`config.mk`:
```
export PLATFORM = sky130hd
export DESIGN_NAME = mem_arbiter
export DESIGN_NICKNAME = d
export VERILOG_FILES = /design/src/rtl/mem_arb_pkg.sv /design/src/rtl/mem_arb_wdog.sv /design/src/rtl/mem_arbiter.sv
export SDC_FILE = /design/constraint.sdc
export NUM_CORES = 1
export LEC_CHECK = 0
export ABC_AREA = 1
export CORE_MARGIN = 10
export CORE_UTILIZATION = 37
export DETAILED_ROUTE_END_ITERATION = 7
export PLACE_DENSITY = 0.76
export SLEW_MARGIN = 15
export SYNTH_ARGS = -nofsm -noshare
export SYNTH_HDL_FRONTEND = slang
export SYNTH_SLANG_ARGS = --single-unit
export TNS_END_PERCENT = 100
```
`constraint.sdc`:
```
create_clock -name clk -period 1.6 [get_ports clk]
set_clock_uncertainty 0.2 [all_clocks]
set_input_delay 0.32 -clock clk [delete_from_list [all_inputs] [get_ports clk]]
set_output_delay 0.32 -clock clk [all_outputs]
set_load 0.02 [all_outputs]
```
`src/rtl/mem_arb_pkg.sv`:
```
// Shared types and constants for the unified-memory arbiter.
package mem_arb_pkg;

  // Arbiter sequencing state: idle, or one memory access in flight for F or M.
  typedef enum logic [1:0] {
    IDLE   = 2'd0,
    BUSY_I = 2'd1,
    BUSY_D = 2'd2
  } arb_state_t;

  // Word returned to the pipeline when an access is abandoned by the watchdog.
  localparam logic [31:0] ERR_WORD = 32'hDEADBEEF;

endpackage

```
`src/rtl/mem_arb_wdog.sv`:
```
// Watchdog counter for one memory access. Cleared by start, counts while
// run is high, and flags expiry on the TIMEOUT-th busy cycle.
module mem_arb_wdog #(
  parameter int unsigned TIMEOUT = 16
) (
  input  logic clk,
  input  logic reset,
  input  logic start,
  input  logic run,
  output logic expired
);

  localparam int unsigned CW = $clog2(TIMEOUT + 1);

  logic [CW-1:0] count_reg;
  logic [CW-1:0] count_next;

  // Expiry is seen in the last allowed busy cycle so the arbiter leaves on that edge.
  assign expired = run && (count_reg == CW'(TIMEOUT - 1));

  // Next count: clear on start, otherwise advance while the access is outstanding.
  always_comb begin
    count_next = count_reg;
    if (start) begin
      count_next = '0;
    end else if (run && !expired) begin
      count_next = count_reg + 1'b1;
    end
  end

  // Count register.
  always_ff @(posedge clk) begin
    if (reset) begin
      count_reg <= '0;
    end else begin
      count_reg <= count_next;
    end
  end

endmodule

```
`src/rtl/mem_arbiter.sv`:
```
// Single-port memory arbiter sharing one unified memory between instruction
// fetch and load/store. Data accesses take priority over fetches; stall is
// held until every pending access of the current pipeline step is done.
// Optional watchdog: define MEM_ARB_TIMEOUT_EN to abandon an access after
// TIMEOUT busy cycles, returning ERR_WORD and setting the sticky memerr.
module mem_arbiter
  import mem_arb_pkg::*;
#(
  parameter int unsigned AW      = 32,
  parameter int unsigned DW      = 32,
  parameter int unsigned TIMEOUT = 16
) (
  input  logic          clk,
  input  logic          reset,
  input  logic          ireq,
  input  logic [AW-1:0] iaddr,
  output logic [DW-1:0] irdata,
  output logic          iready,
  input  logic          dreq,
  input  logic          dwe,
  input  logic [AW-1:0] daddr,
  input  logic [DW-1:0] dwdata,
  output logic [DW-1:0] drdata,
  output logic          dready,
  output logic          mem_req,
  output logic          mem_we,
  output logic [AW-1:0] mem_addr,
  output logic [DW-1:0] mem_wdata,
  input  logic [DW-1:0] mem_rdata,
  input  logic          mem_ack,
  output logic          stall,
  output logic          memerr
);

  // A zero limit would expire before the first request cycle.
  if (TIMEOUT == 0) begin : g_bad_timeout
    $error("mem_arbiter: TIMEOUT must be at least 1");
  end

  arb_state_t    state_reg, state_next;
  logic [AW-1:0] addr_reg, addr_next;
  logic          we_reg, we_next;
  logic [DW-1:0] wdata_reg, wdata_next;
  logic          i_done_reg, i_done_next;
  logic          d_done_reg, d_done_next;
  logic [DW-1:0] irdata_reg, irdata_next;
  logic [DW-1:0] drdata_reg, drdata_next;
  logic          i_set, d_set;
  logic          pend_i, pend_d;
  logic          busy;
  logic          expired;
  logic          timeout_hit;

  assign pend_i = ireq && !i_done_reg;
  assign pend_d = dreq && !d_done_reg;
  assign stall  = pend_i || pend_d;
  assign busy   = (state_reg == BUSY_I) || (state_reg == BUSY_D);

  // An acknowledge in the same cycle always beats the watchdog.
  assign timeout_hit = busy && !mem_ack && expired;

`ifdef MEM_ARB_TIMEOUT_EN
  logic memerr_reg;

  // Counter is held clear while idle, so every access starts from zero.
  mem_arb_wdog #(
    .TIMEOUT (TIMEOUT)
  ) u_wdog (
    .clk     (clk),
    .reset   (reset),
    .start   (!busy),
    .run     (busy),
    .expired (expired)
  );

  // Sticky error flag, cleared only by reset.
  always_ff @(posedge clk) begin
    if (reset) begin
      memerr_reg <= 1'b0;
    end else if (timeout_hit) begin
      memerr_reg <= 1'b1;
    end
  end

  assign memerr = memerr_reg;
`else
  assign expired = 1'b0;
  assign memerr  = 1'b0;
`endif

  // Memory port is driven only while an access is in flight; zero otherwise.
  assign mem_req   = busy;
  assign mem_we    = busy && we_reg;
  assign mem_addr  = busy ? addr_reg : '0;
  assign mem_wdata = busy ? wdata_reg : '0;

  assign iready = i_done_reg;
  assign dready = d_done_reg;
  assign irdata = irdata_reg;
  assign drdata = drdata_reg;

  // Next-state, request latching, read-data capture and done-flag update.
  always_comb begin
    state_next  = state_reg;
    addr_next   = addr_reg;
    we_next     = we_reg;
    wdata_next  = wdata_reg;
    irdata_next = irdata_reg;
    drdata_next = drdata_reg;
    i_set       = 1'b0;
    d_set       = 1'b0;

    case (state_reg)
      IDLE: begin
        // The load/store belongs to the older instruction, so it goes first.
        if (pend_d) begin
          state_next = BUSY_D;
          addr_next  = daddr;
          we_next    = dwe;
          wdata_next = dwdata;
        end else if (pend_i) begin
          state_next = BUSY_I;
          addr_next  = iaddr;
          we_next    = 1'b0;
          wdata_next = '0;
        end
      end
      BUSY_I: begin
        if (mem_ack) begin
          irdata_next = mem_rdata;
          i_set       = 1'b1;
          state_next  = IDLE;
        end else if (timeout_hit) begin
          irdata_next = DW'(ERR_WORD);
          i_set       = 1'b1;
          state_next  = IDLE;
        end
      end
      BUSY_D: begin
        if (mem_ack) begin
          drdata_next = mem_rdata;
          d_set       = 1'b1;
          state_next  = IDLE;
        end else if (timeout_hit) begin
          drdata_next = DW'(ERR_WORD);
          d_set       = 1'b1;
          state_next  = IDLE;
        end
      end
      default: begin
        state_next = IDLE;
      end
    endcase

    // The pipeline advances on any edge without stall, so the flags reset then.
    i_done_next = stall ? (i_done_reg || i_set) : 1'b0;
    d_done_next = stall ? (d_done_reg || d_set) : 1'b0;
  end

  // State, latched request fields, flags and read-data registers.
  always_ff @(posedge clk) begin
    if (reset) begin
      state_reg  <= IDLE;
      addr_reg   <= '0;
      we_reg     <= 1'b0;
      wdata_reg  <= '0;
      i_done_reg <= 1'b0;
      d_done_reg <= 1'b0;
      irdata_reg <= '0;
      drdata_reg <= '0;
    end else begin
      state_reg  <= state_next;
      addr_reg   <= addr_next;
      we_reg     <= we_next;
      wdata_reg  <= wdata_next;
      i_done_reg <= i_done_next;
      d_done_reg <= d_done_next;
      irdata_reg <= irdata_next;
      drdata_reg <= drdata_next;
    end
  end

endmodule

```
==> reports/summary.txt, run 1 <==
Mapped cell area: 0.00575 mm2
Clock transition at the registers of the reported paths: 60 ps
GP Congestion: 0.844
Int Power: 7210 uW
Top cell type's share of synthesized area: 46.3%
Total track usage: 18.3%
Placeable core region: 0.0152 mm2
Clk pwr share: 34.4%
Final instance area: 0.00993 mm2
Failing checks: setup timing
Synth cell types: 22
Unrepaired setup endpoints after global routing: yes
Maximum Capacitance Violations: 0
# fillers: 1,301
First-pass GRT wire length: 30.2 mm
Number of global-route vias before repair: 5,877
Status: finished, violations left
Residual DRC count: 0
Power density cells: 1080 mW/mm2
Clock Sinks: 133
Via Count: 6,325
Final min period: 2140 ps
Worst path arrival time: 1620 ps
Logic pwr share: 29.9%
Gr ovfl total: 0
Dpl hpwl: 14.9 mm
Post-route ant nets: 0
CTS root buf: clkbuf_16
Initial Utilization: 37.8%
Total routed wirelength: 21.8 mm
CTS tree: yes
Seq pwr share: 35.7%
Worst Hold Class: in -> reg
PnR worst setup slack: -536 ps
Final setup viols: 67
Reg2Reg Setup Slack: -40 ps
Drt first pass iters: 4
CP Class: reg -> out
Yosys warnings: 0
Largest net degree at the start of global routing: 39
CP Data Required Time: 1080 ps
Placed cell area: 0.00881 mm2
Vias per inst: 4.77
Wire per inst: 16.4 um
Syn_nets: 976
#FFs+latches synth: 133
Cell Rows: 45
Sw Pwr: 3530 uW
Initial antenna violation count: 2
Post-synthesis sequential area ratio: 46.3%
Startpoint types: register
Max Fclk: 468 MHz
Die W: 145 um
Layout cells sized above 1: 32.0%
I/O pin cnt: 268
Worst VDD drop: 0.760 mV
Clock Latency Late Sink: 410 ps
PortBufs: 266
Gate Count Post-Synth: 839
Net Sw Frac: 32.9%
Max Slew Vio Count: 0
Yosys top cell by area: dfxtp_1
Area growth from synthesis to final layout: 72.8%
Pleak: 0.00461 uW
Tot Pwr: 10,700 uW
Final period util: 134%
Final hold vios: 0
CTS max path bufs: 2
Max FO, Critical Path: 8
H-tree depth: 4
Die area: 0.0209 mm2
Starting DRT DRC Count: 269
Endpoint type of the worst setup path: output port
Nets@finish: 1,259
Synth top area cells: dfxtp_1 (46%), nand2_1 (13%), nor2_1 (10%), o21ai_0 (6.3%), a21oi_1 (5.3%)
Syn avg cell area: 6.85 um2
Hold_buf cts: 0
Total CTS buffers: 17
Die height: 145 um
[logic make-up (layout without fill, tap and decap cells)]
logic type	Yosys count	after routing	synth area share (%)
AOI/OAI and AO/OA	165	165	14.9
adders and majority gates	3	3	0.653
and+or+nand+nor	402	402	27.6
other	1	3	0.0652
DFF	133	133	46.3
buffers and inverters	135	431	10.5
[cell usage after synthesis, drive strengths merged]
master and number:
inv 74, nand3 33, dfxtp 133, o21ai 96
clkbuf 22, buf 39, nor2 161, nand4 1
nand2 207, conb 1, a21oi 69, ha 3
[power groups by stage]
stage / logic, uW / registers [uW] / clock network, uW
final: 3210 / 3840 / 3690
after global routing: 3450 / 3880 / 3870
after CTS: 2660 / 3800 / 3750
after detailed placement: 2690 / 3870 / 0
after global placement: 2660 / 3860 / 0
after floorplan: 1370 / 3980 / 0
[cell usage in the layout, fill, tap and decap left out, types with 10 or more instances in the layout]
cell type	Yosys	routed
o21ai_1	24	34
a21oi_1	61	60
nor2_1	160	151
clkdlybuf4s15_2	0	35
o21ai_0	72	62
clkdlybuf4s50_1	0	131
nand2_4	1	18
inv_2	2	65
clkbuf_16	0	25
buf_2	29	10
buf_12	0	14
dfxtp_1	133	129
buf_6	7	70
clkbuf_2	0	16
buf_4	2	31
nand2_1	204	154
nand2_2	1	34
nand3_1	33	33
[path summary, 6_finish.rpt]
check | to | start | cells past startpoint
max | mem_addr[9] | state_reg[0]$_SDFFE_PP0P_ | 7
min | wdata_reg[28]$_SDFFE_PP0P_ | dwdata[28] | 3
max reg2reg | state_reg[0]$_SDFFE_PP0P_ | state_reg[0]$_SDFFE_PP0P_ | 8
min reg2reg | wdata_reg[20]$_SDFFE_PP0P_ | wdata_reg[20]$_SDFFE_PP0P_ | 2
[per-layer routing]
metal  wire [um]  GRT usage, %  part of all wire (%)
met5           0             0                     0
met4         365          5.69                   1.7
met3        2020          7.30                   9.3
met2       10700          30.8                    49
met1        8640          20.9                    40
[cell type report]
type | count | area [um2] | share of cell area, %
Sequential cell | 133 | 2670 | 26.9
Clock buffer | 17 | 425 | 4.28
Clock inverter | 15 | 133 | 1.34
Tap cell | 188 | 235 | 2.37
Antenna cell | 2 | 5.00 | 0.0504
Multi-Input combinational cell | 571 | 2730 | 27.5
Inverter | 74 | 283 | 2.85
Timing Repair Buffer | 325 | 3450 | 34.8
[stage by stage]
stage / setup WS, ps / instances / hold slack (ps) / setup TNS, ps / utilization [%]
CTS: -612 / 1309 / 240 / -32310 / 61.7
finish: -536 / 1325 / 252 / -33720 / 65.3
detailed placement: -602 / 1277 / 253 / -77180 / 58.0
floorplan: -37.6 / 839 / 239 / -1880 / -
global placement: -596 / 1277 / 249 / -74050 / 58.0
global route: -605 / 1324 / 256 / -38260 / 65.3
[repair_timing]
action | CTS | global route
gates cloned | 0 | 9
setup buffers | 0 | 5
resized for setup | 532 | 197
endpoints found under the setup margin | 230 | 171
pin swaps | 1 | 19
[critical path, stage by stage, from the launching register on]
cell	delay (ps)
dfxtp_2	330
inv_2	50
ha_4	280
buf_12	140
clkbuf_16	160
nand2_1	50
inv_1	60
buf_6	120
No activity file was read; power rests on OpenSTA's default activity.
==> run 2: changes to the inputs <==
--- a/config.mk
+++ b/config.mk
@@ -13,5 +13,6 @@
 export SLEW_MARGIN = 15
 export SYNTH_ARGS = -nofsm -noshare
 export SYNTH_HDL_FRONTEND = slang
+export SYNTH_HIERARCHICAL = 1
 export SYNTH_SLANG_ARGS = --single-unit
 export TNS_END_PERCENT = 100
==> results of run 2 <==
No change in the layout: final DEF, timing and power equal those of run 1.
Among the figures that moved: Yosys warning count 0 -> 6
